## config.mk

```make
export PLATFORM = sky130hd
export DESIGN_NAME = phase_timer_param_flat
export DESIGN_NICKNAME = d
export VERILOG_FILES = /design/src/rtl/phase_timer_param_if.sv /design/src/rtl/phase_timer_param.sv /design/src/flat_wrapper.sv
export SDC_FILE = /design/constraint.sdc
export NUM_CORES = 1
export LEC_CHECK = 0
export ABC_AREA = 1
export CAP_MARGIN = 20
export CORE_MARGIN = 1.5
export CORE_UTILIZATION = 60
export DETAILED_ROUTE_END_ITERATION = 8
export PLACE_DENSITY = 0.78
export SLEW_MARGIN = 30
export SYNTH_ARGS = -nofsm -noshare
export SYNTH_HDL_FRONTEND = slang
export SYNTH_SLANG_ARGS = --single-unit
```

## constraint.sdc

```tcl
create_clock -name clk100M -period 2.91 [get_ports clk100M]
set_input_delay 0.7275 -clock clk100M [delete_from_list [all_inputs] [get_ports clk100M]]
set_output_delay 0.7275 -clock clk100M [all_outputs]
set_load 0.03 [all_outputs]
```

## src/rtl/phase_timer_param_if.sv

```systemverilog
// Bus bundle for the traffic-light phase timer: start/hold controls in,
// phase, remaining count and expiry strobes out.
interface phase_timer_param_if #(
  parameter int CNT_W = 7
);
  logic             sc;
  logic             hold;
  logic             running;
  logic [1:0]       phase;
  logic [CNT_W-1:0] count_o;
  logic             phase_done;
  logic             t_long;
  logic             t_short;

  modport master (
    output sc, hold,
    input  running, phase, count_o, phase_done, t_long, t_short
  );

  modport slave (
    input  sc, hold,
    output running, phase, count_o, phase_done, t_long, t_short
  );
endinterface

```

## src/rtl/phase_timer_param.sv

```systemverilog
// Four-phase traffic-light timer: prescales the clock to a count tick and
// sequences NS green/yellow, EW green/yellow with per-phase durations.
module phase_timer_param #(
  parameter int CLK_HZ  = 100_000_000,
  parameter int TICK_HZ = 1,
  parameter int CNT_W   = 7,
  parameter int T_G_NS  = 30,
  parameter int T_Y_NS  = 3,
  parameter int T_G_EW  = 30,
  parameter int T_Y_EW  = 3
) (
  input  logic                clk100M,
  input  logic                rst,
  phase_timer_param_if.slave  bus
);

  localparam int DIV   = CLK_HZ / TICK_HZ;
  localparam int PRE_W = (DIV > 1) ? $clog2(DIV) : 1;
  localparam logic [PRE_W-1:0] PRE_LAST = PRE_W'(DIV - 1);

  typedef enum logic [0:0] {
    IDLE = 1'b0,
    RUN  = 1'b1
  } state_t;

  state_t           state_r, state_s;
  logic             sc_q_r;
  logic [PRE_W-1:0] presc_r, presc_s;
  logic [1:0]       phase_r, phase_s;
  logic [CNT_W-1:0] count_r, count_s;
  logic             running_r, running_s;
  logic             done_r, done_s;
  logic             long_r, long_s;
  logic             short_r, short_s;
  logic             start_s;
  logic             tick_s;

  // Duration in ticks of a given phase.
  function automatic logic [CNT_W-1:0] phase_dur(input logic [1:0] ph);
    logic [CNT_W-1:0] d;
    case (ph)
      2'd0:    d = CNT_W'(T_G_NS);
      2'd1:    d = CNT_W'(T_Y_NS);
      2'd2:    d = CNT_W'(T_G_EW);
      2'd3:    d = CNT_W'(T_Y_EW);
      default: d = CNT_W'(T_G_NS);
    endcase
    return d;
  endfunction

  // State, timing and strobe registers.
  always_ff @(posedge clk100M or negedge rst) begin
    if (!rst) begin
      state_r   <= IDLE;
      sc_q_r    <= 1'b0;
      presc_r   <= '0;
      phase_r   <= 2'd0;
      count_r   <= '0;
      running_r <= 1'b0;
      done_r    <= 1'b0;
      long_r    <= 1'b0;
      short_r   <= 1'b0;
    end else begin
      state_r   <= state_s;
      sc_q_r    <= bus.sc;
      presc_r   <= presc_s;
      phase_r   <= phase_s;
      count_r   <= count_s;
      running_r <= running_s;
      done_r    <= done_s;
      long_r    <= long_s;
      short_r   <= short_s;
    end
  end

  // Next-state logic; a start request wins over tick and hold.
  always_comb begin
    start_s   = bus.sc & ~sc_q_r;
    tick_s    = (state_r == RUN) && !bus.hold && (presc_r == PRE_LAST);
    state_s   = state_r;
    presc_s   = presc_r;
    phase_s   = phase_r;
    count_s   = count_r;
    done_s    = 1'b0;
    long_s    = 1'b0;
    short_s   = 1'b0;
    case (state_r)
      IDLE: begin
        if (start_s) begin
          state_s = RUN;
          presc_s = '0;
          phase_s = 2'd0;
          count_s = phase_dur(2'd0);
        end else begin
          state_s = IDLE;
        end
      end
      RUN: begin
        if (start_s) begin
          presc_s = '0;
          phase_s = 2'd0;
          count_s = phase_dur(2'd0);
        end else if (bus.hold) begin
          presc_s = presc_r;
        end else if (tick_s) begin
          presc_s = '0;
          if (count_r > CNT_W'(1)) begin
            count_s = count_r - CNT_W'(1);
          end else begin
            // Green phases are even, yellow phases odd.
            phase_s = phase_r + 2'd1;
            count_s = phase_dur(phase_r + 2'd1);
            done_s  = 1'b1;
            long_s  = ~phase_r[0];
            short_s = phase_r[0];
          end
        end else begin
          presc_s = presc_r + PRE_W'(1);
        end
      end
      default: begin
        state_s = IDLE;
      end
    endcase
    running_s = (state_s == RUN);
  end

  assign bus.running    = running_r;
  assign bus.phase      = phase_r;
  assign bus.count_o    = count_r;
  assign bus.phase_done = done_r;
  assign bus.t_long     = long_r;
  assign bus.t_short    = short_r;

endmodule

```

## src/flat_wrapper.sv

```systemverilog
// flat-port wrapper written by rule: the top's interface ports become plain ports
module phase_timer_param_flat 
#(
  parameter int CLK_HZ  = 100_000_000,
  parameter int TICK_HZ = 1,
  parameter int CNT_W   = 7,
  parameter int T_G_NS  = 30,
  parameter int T_Y_NS  = 3,
  parameter int T_G_EW  = 30,
  parameter int T_Y_EW  = 3
)
  (clk100M, rst, bus_sc, bus_hold, bus_running, bus_phase, bus_count_o, bus_phase_done, bus_t_long, bus_t_short);
  phase_timer_param_if #(.CNT_W(CNT_W)) bus_i ();
  input  logic clk100M;
  input  logic rst;
  input wire logic [$bits(bus_i.sc)-1:0] bus_sc;
  input wire logic [$bits(bus_i.hold)-1:0] bus_hold;
  output wire logic [$bits(bus_i.running)-1:0] bus_running;
  output wire logic [$bits(bus_i.phase)-1:0] bus_phase;
  output wire logic [$bits(bus_i.count_o)-1:0] bus_count_o;
  output wire logic [$bits(bus_i.phase_done)-1:0] bus_phase_done;
  output wire logic [$bits(bus_i.t_long)-1:0] bus_t_long;
  output wire logic [$bits(bus_i.t_short)-1:0] bus_t_short;
  assign bus_i.sc = bus_sc;
  assign bus_i.hold = bus_hold;
  assign bus_running = bus_i.running;
  assign bus_phase = bus_i.phase;
  assign bus_count_o = bus_i.count_o;
  assign bus_phase_done = bus_i.phase_done;
  assign bus_t_long = bus_i.t_long;
  assign bus_t_short = bus_i.t_short;
  phase_timer_param #(.CLK_HZ(CLK_HZ), .TICK_HZ(TICK_HZ), .CNT_W(CNT_W), .T_G_NS(T_G_NS), .T_Y_NS(T_Y_NS), .T_G_EW(T_G_EW), .T_Y_EW(T_Y_EW)) u_core (.clk100M(clk100M), .rst(rst), .bus(bus_i));
endmodule
```

# Word-level counts from Yosys, hierarchy flattened

Cells that the tools add are included.

Add/subtract/negate cells: 3
Multiply operators: 0
Div/mod/pow operators: 0
$lt $le $gt $ge: 1
Equality and inequality tests: 8
Shifts and indexed selects: 0
Muxes and demuxes: 35
Bitwise logic cells: 4
Reductions and logical operators: 9

Operator list:

| cell                                                           | count |
|---|---|
| two-way mux 27 bit                                             | 4 |
| one-hot mux 27 bit (2 select lines)                            | 1 |
| two-way mux 7 bit                                              | 5 |
| one-hot mux 7 bit (2 select lines)                             | 2 |
| adder 27 x 1 -> 27 bit (second input constant)                 | 1 |
| == test 27 bit (second input constant)                         | 1 |
| two-way mux 1 bit                                              | 17 |
| two-way mux 2 bit                                              | 5 |
| != test 3 bit (second input constant)                          | 3 |
| greater-than comparator 7 x 1 -> 1 bit (second input constant) | 1 |
| subtractor 7 x 1 -> 7 bit (second input constant)              | 1 |
| == test 2 bit (second input constant)                          | 2 |
| one-hot mux 2 bit (2 select lines)                             | 1 |
| AND reduction 4 bit                                            | 1 |
| OR reduction 2 bit                                             | 2 |
| inverter 1 bit                                                 | 3 |
| AND reduction 3 bit                                            | 1 |
| adder 2 x 1 -> 2 bit (second input constant)                   | 1 |
| == test 2 x 1 -> 1 bit (second input constant)                 | 1 |
| logical AND 1 bit                                              | 2 |
| logical NOT 2 bit                                              | 1 |
| != test 2 x 1 -> 1 bit (second input constant)                 | 1 |
| AND reduction 2 bit                                            | 1 |
| AND 1 bit                                                      | 1 |
| logical NOT 1 bit                                              | 1 |

Register bits: 41
Latch bits: 0
Bits in writable memories: 0
ROM bits: 0
Bits of input ports: 4
Output and inout bits: 13
Logic and storage cells: 68
Memories kept: 0

# Logic depth before layout (Yosys ltp)

Depth after elaboration: 9
Depth in mapped cells: 10
Gate-level depth less buffers: 9

# Worst setup path after synthesis

Ideal clock, no wire load.

Path type: input to register
Start: input port bus_hold
End: register u_core.count_r[5] (netlist: u_core.bus.count_o[5])
Setup time: 0.120 ns
Arrival time: 1.530 ns
Data required time: 2.790 ns
Setup slack: 1.261 ns
Cell stages on the path: 9
Path buffers: 1
Cell sequence: inv_1 nand2_2 nor2_2 nand2_2 nor2_2 a21oi_4 buf_6 nand2_1 nand2_1

Word-level cells in the longest chain between the ends: 5
Elaborated cells on any way between the ends: 6
Those cells by class: eq/ne (2); reduce/logical (4)

Ends and longest elaborated chain:

| element                                  | line                    | text |
|---|---|---|
| from (decl)                              | flat_wrapper.sv:17      | `input wire logic [$bits(bus_i.hold)-1:0] bus_hold;` |
| logical NOT 1 bit                        | phase_timer_param.sv:79 | `tick_s = (state_r == RUN) && !bus.hold && (presc_r == PRE_LAST);` |
| logical AND 1 bit (2 in series)          | phase_timer_param.sv:79 |  |
| != test 3 bit (no source line)           | n/a                     |  |
| AND reduction 3 bit (no source line) (*) | n/a                     |  |
| to (signal assigned)                     | phase_timer_param.sv:68 | `count_r <= count_s;` |
| to (decl)                                | phase_timer_param.sv:30 | `logic [CNT_W-1:0] count_r, count_s;` |

Mark *: on every way between the ends. The rest lies on a longest branch, timed or not.
A chain may end at the register's enable or synchronous reset.

==> impl_metrics.json <==
{
  "dp_cells": 445,
  "drc_errors": 0,
  "clock_skew_ns": 0.00808,
  "crit_required_ns": 2.18,
  "synth_common_cells": "nand2_1, nor2_1, inv_1",
  "die_x_um": 69.5,
  "seq_area_frac_synth_pct": 38.6,
  "ys_ff_latch": 41,
  "overflow": 0,
  "crit_buf_inv": 1,
  "clk_latency_ns": 0.30,
  "postRouteWirelength_mm": 6.08,
  "insertedDiodeCount": 0,
  "critPathSlowestCell": "clkdlybuf4s50_1",
  "synth-edff-count": 0,
  "crit_path_end_kind": "primary output",
  "rr_endpoint": "u_core.bus.phase[0]",
  "cp.arrival_ns": 1.54,
  "synth_cell_types": 27,
  "io_pins": 17,
  "clk_pin_slew_worst_paths_ns": 0.08,
  "ys_warn_count": 0,
  "hp-class": "input port to async pin",
  "port_buffers": 16,
  "critPathLaunch": "u_core.state_r",
  "first_iter_violations": 192,
  "critPathTopFamily": "buffers and inverters",
  "synthCells": 381,
  "grt_antenna_before_repair": 0,
  "htreeDepth": 2,
  "rsz0062_at_grt": "no",
  "numCtsBuffers": 5,
  "vias_per_cell": 5.33,
  "fillCellCount": 389,
  "maxSlewViolCount": 0,
  "instances_no_fill": 452,
  "reg2regPathDepth": 7,
  "leakage_nw": 1.38,
  "synth_top_area_share_pct": 38.6,
  "period_share_pct": 78.0,
  "dieArea_mm2": 0.00483,
  "tightestPinTransition_ns": 0.530,
  "fmax_mhz": 441,
  "num_vias": 2408,
  "dp_hpwl_mm": 4.51,
  "netlist_area_mm2": 0.00266,
  "cts_tree": "yes",
  "drive_above_1_share_pct": 8.25,
  "synth_area_leader_cell": "dfrtp_1",
  "path_class": "flip-flop to primary output",
  "first_pass_iters": 5,
  "post-cts-setup-buffers": 0,
  "die_h_um": 69.5,
  "ctsLongestPathBuffers": 2,
  "power-per-cell-area_mw_per_mm2": 587,
  "tns_ns": 0,
  "p_total_mw": 1.71,
  "rows": 24,
  "cts_resized": 0,
  "cap_violations": 0,
  "nNetsFinal": 409,
  "wl_per_cell_um": 13.4,
  "ff2ff_setup_slack_ns": 1.15,
  "initial_core_util_pct": 61.8,
  "setup_viol": 0,
  "max_stage_delay_ns": 0.73,
  "grt_max_degree": 42,
  "synth_nets": 390,
  "hold_violations": 0,
  "clkSinkCount": 41,
  "worstPathMaxFanout": 8,
  "synth.avg_cell_area_um2": 6.97,
  "gp_congestion": 0.982,
  "outcome": "finished, final reports clean",
  "yosysMostFrequentCell": "nand2_1",
  "grt_pass1_wl_mm": 10.2,
  "crit_path_start_kind": "flip-flop",
  "root_buffer": "clkbuf_8",
  "ys.flop_type": "dfrtp_1",
  "ant_nets": 0,
  "relSlewSlack_pct": 64.7,
  "irDropWorstVdd_mv": 0.563,
  "area_delta_synth_final_pct": 9.99,
  "yosys-top-cells-area": "dfrtp_1, nand2_1, nor2_1",
  "core_area_mm2": 0.00429,
  "grt_pass1_vias": 2170,
  "crit_chain": "clkdlybuf4s50_1",
  "gr-usage-all-layers_pct": 26.8,
  "period_needed_ns": 2.27,
  "cts_hold_buf": 0,
  "regToRegStartpoint": "u_core.bus.count_o[1]",
  "async_flop_share_pct": 100
}
[power breakdown]
part           switching [mW]  total, mW  leakage (nW)  internal, mW
Combinational           0.368      0.593         0.782         0.225
Clock                   0.200      0.388        0.0443         0.189
Sequential             0.0976      0.732         0.551         0.634
[metrics by stage]
stage	area [um^2]	worst slack [ns]	hold slack [ns]	util, %
2_1_floorplan	2660	1.26	0.432	-
3_3_place_gp	2830	0.645	0.520	65.9
3_5_place_dp	2830	0.591	0.529	65.9
4_1_cts	2920	0.646	0.552	67.9
5_1_grt	2920	0.608	0.449	68.0
6_report	2920	0.640	0.403	68.0
[cell type report]
class	instances	area, um^2	share of cell area [%]
clock buffer	7	86.3	2.96
sequential	41	1030	35.1
timing repair buffer	16	158	5.40
tap	52	65.1	2.23
multi-input combinational	283	1390	47.5
inverter	53	199	6.81
[cells in the final DEF, fill, tap and decap left out]
cell             count
inv_1               53
o21bai_1             1
and3_1               1
nor2_1              59
nand3b_1             5
buf_4                1
clkdlybuf4s50_1     15
dfrtp_1             41
clkbuf_8             6
nand4_1             16
nand3_4              1
nor2_2               8
xor2_1               4
nor2_4               4
clkbuf_1             1
nand3_1             22
nand2_1            120
nand3_2              2
o21ai_0              7
ha_1                 5
a21oi_1              5
nand2_2              5
a21oi_4              1
nor3_1              11
nor3_2               2
nor4_1               1
nand2_4              3
[state kept, by name, summed over array words and instances, names as in the netlist]
| name | count |
|---|---|
| u_core.bus.count_o | 7 |
| u_core.bus.phase | 2 |
| u_core.bus.phase_done | 1 |
| u_core.bus.t_long | 1 |
| u_core.bus.t_short | 1 |
| u_core.presc_r | 27 |
| u_core.sc_q_r | 1 |
| u_core.state_r | 1 |
[how the worst max path moves through the flow]
stage | endpoint | depth (start not counted) | slack, ns
after CTS | bus_running | 1 | 0.65
after floorplan | u_core.bus.count_o[5] | 9 | 1.26
after detailed placement | u_core.presc_r[17] | 9 | 0.59
after global routing | bus_running | 1 | 0.61
after global placement | u_core.presc_r[19] | 9 | 0.65
final | bus_running | 1 | 0.64
[per-layer routing]
| metal | GRT usage [%] | vias up | share of wire, % |
|---|---|---|---|
| met1 | 37.1 | 1076 | 45 |
| met5 | 0 | - | 0 |
| met4 | 13.1 | 0 | 3.5 |
| met2 | 40.6 | 87 | 45 |
| li1 | - | 1224 | - |
| met3 | 4.94 | 21 | 6.1 |
[cells by family (layout without fill, tap and decap cells)]
logic type | after synthesis | after routing | synth area share [%]
AO/OA/AOI/OAI | 14 | 14 | 3.16
AND/OR/NAND/NOR | 260 | 260 | 45.4
XOR/XNOR | 4 | 4 | 1.32
flip-flops | 41 | 41 | 38.6
buffers and inverters | 57 | 76 | 9.14
adder cells (fa/ha/maj) | 5 | 5 | 2.36
(Power assumes the default switching activity.)
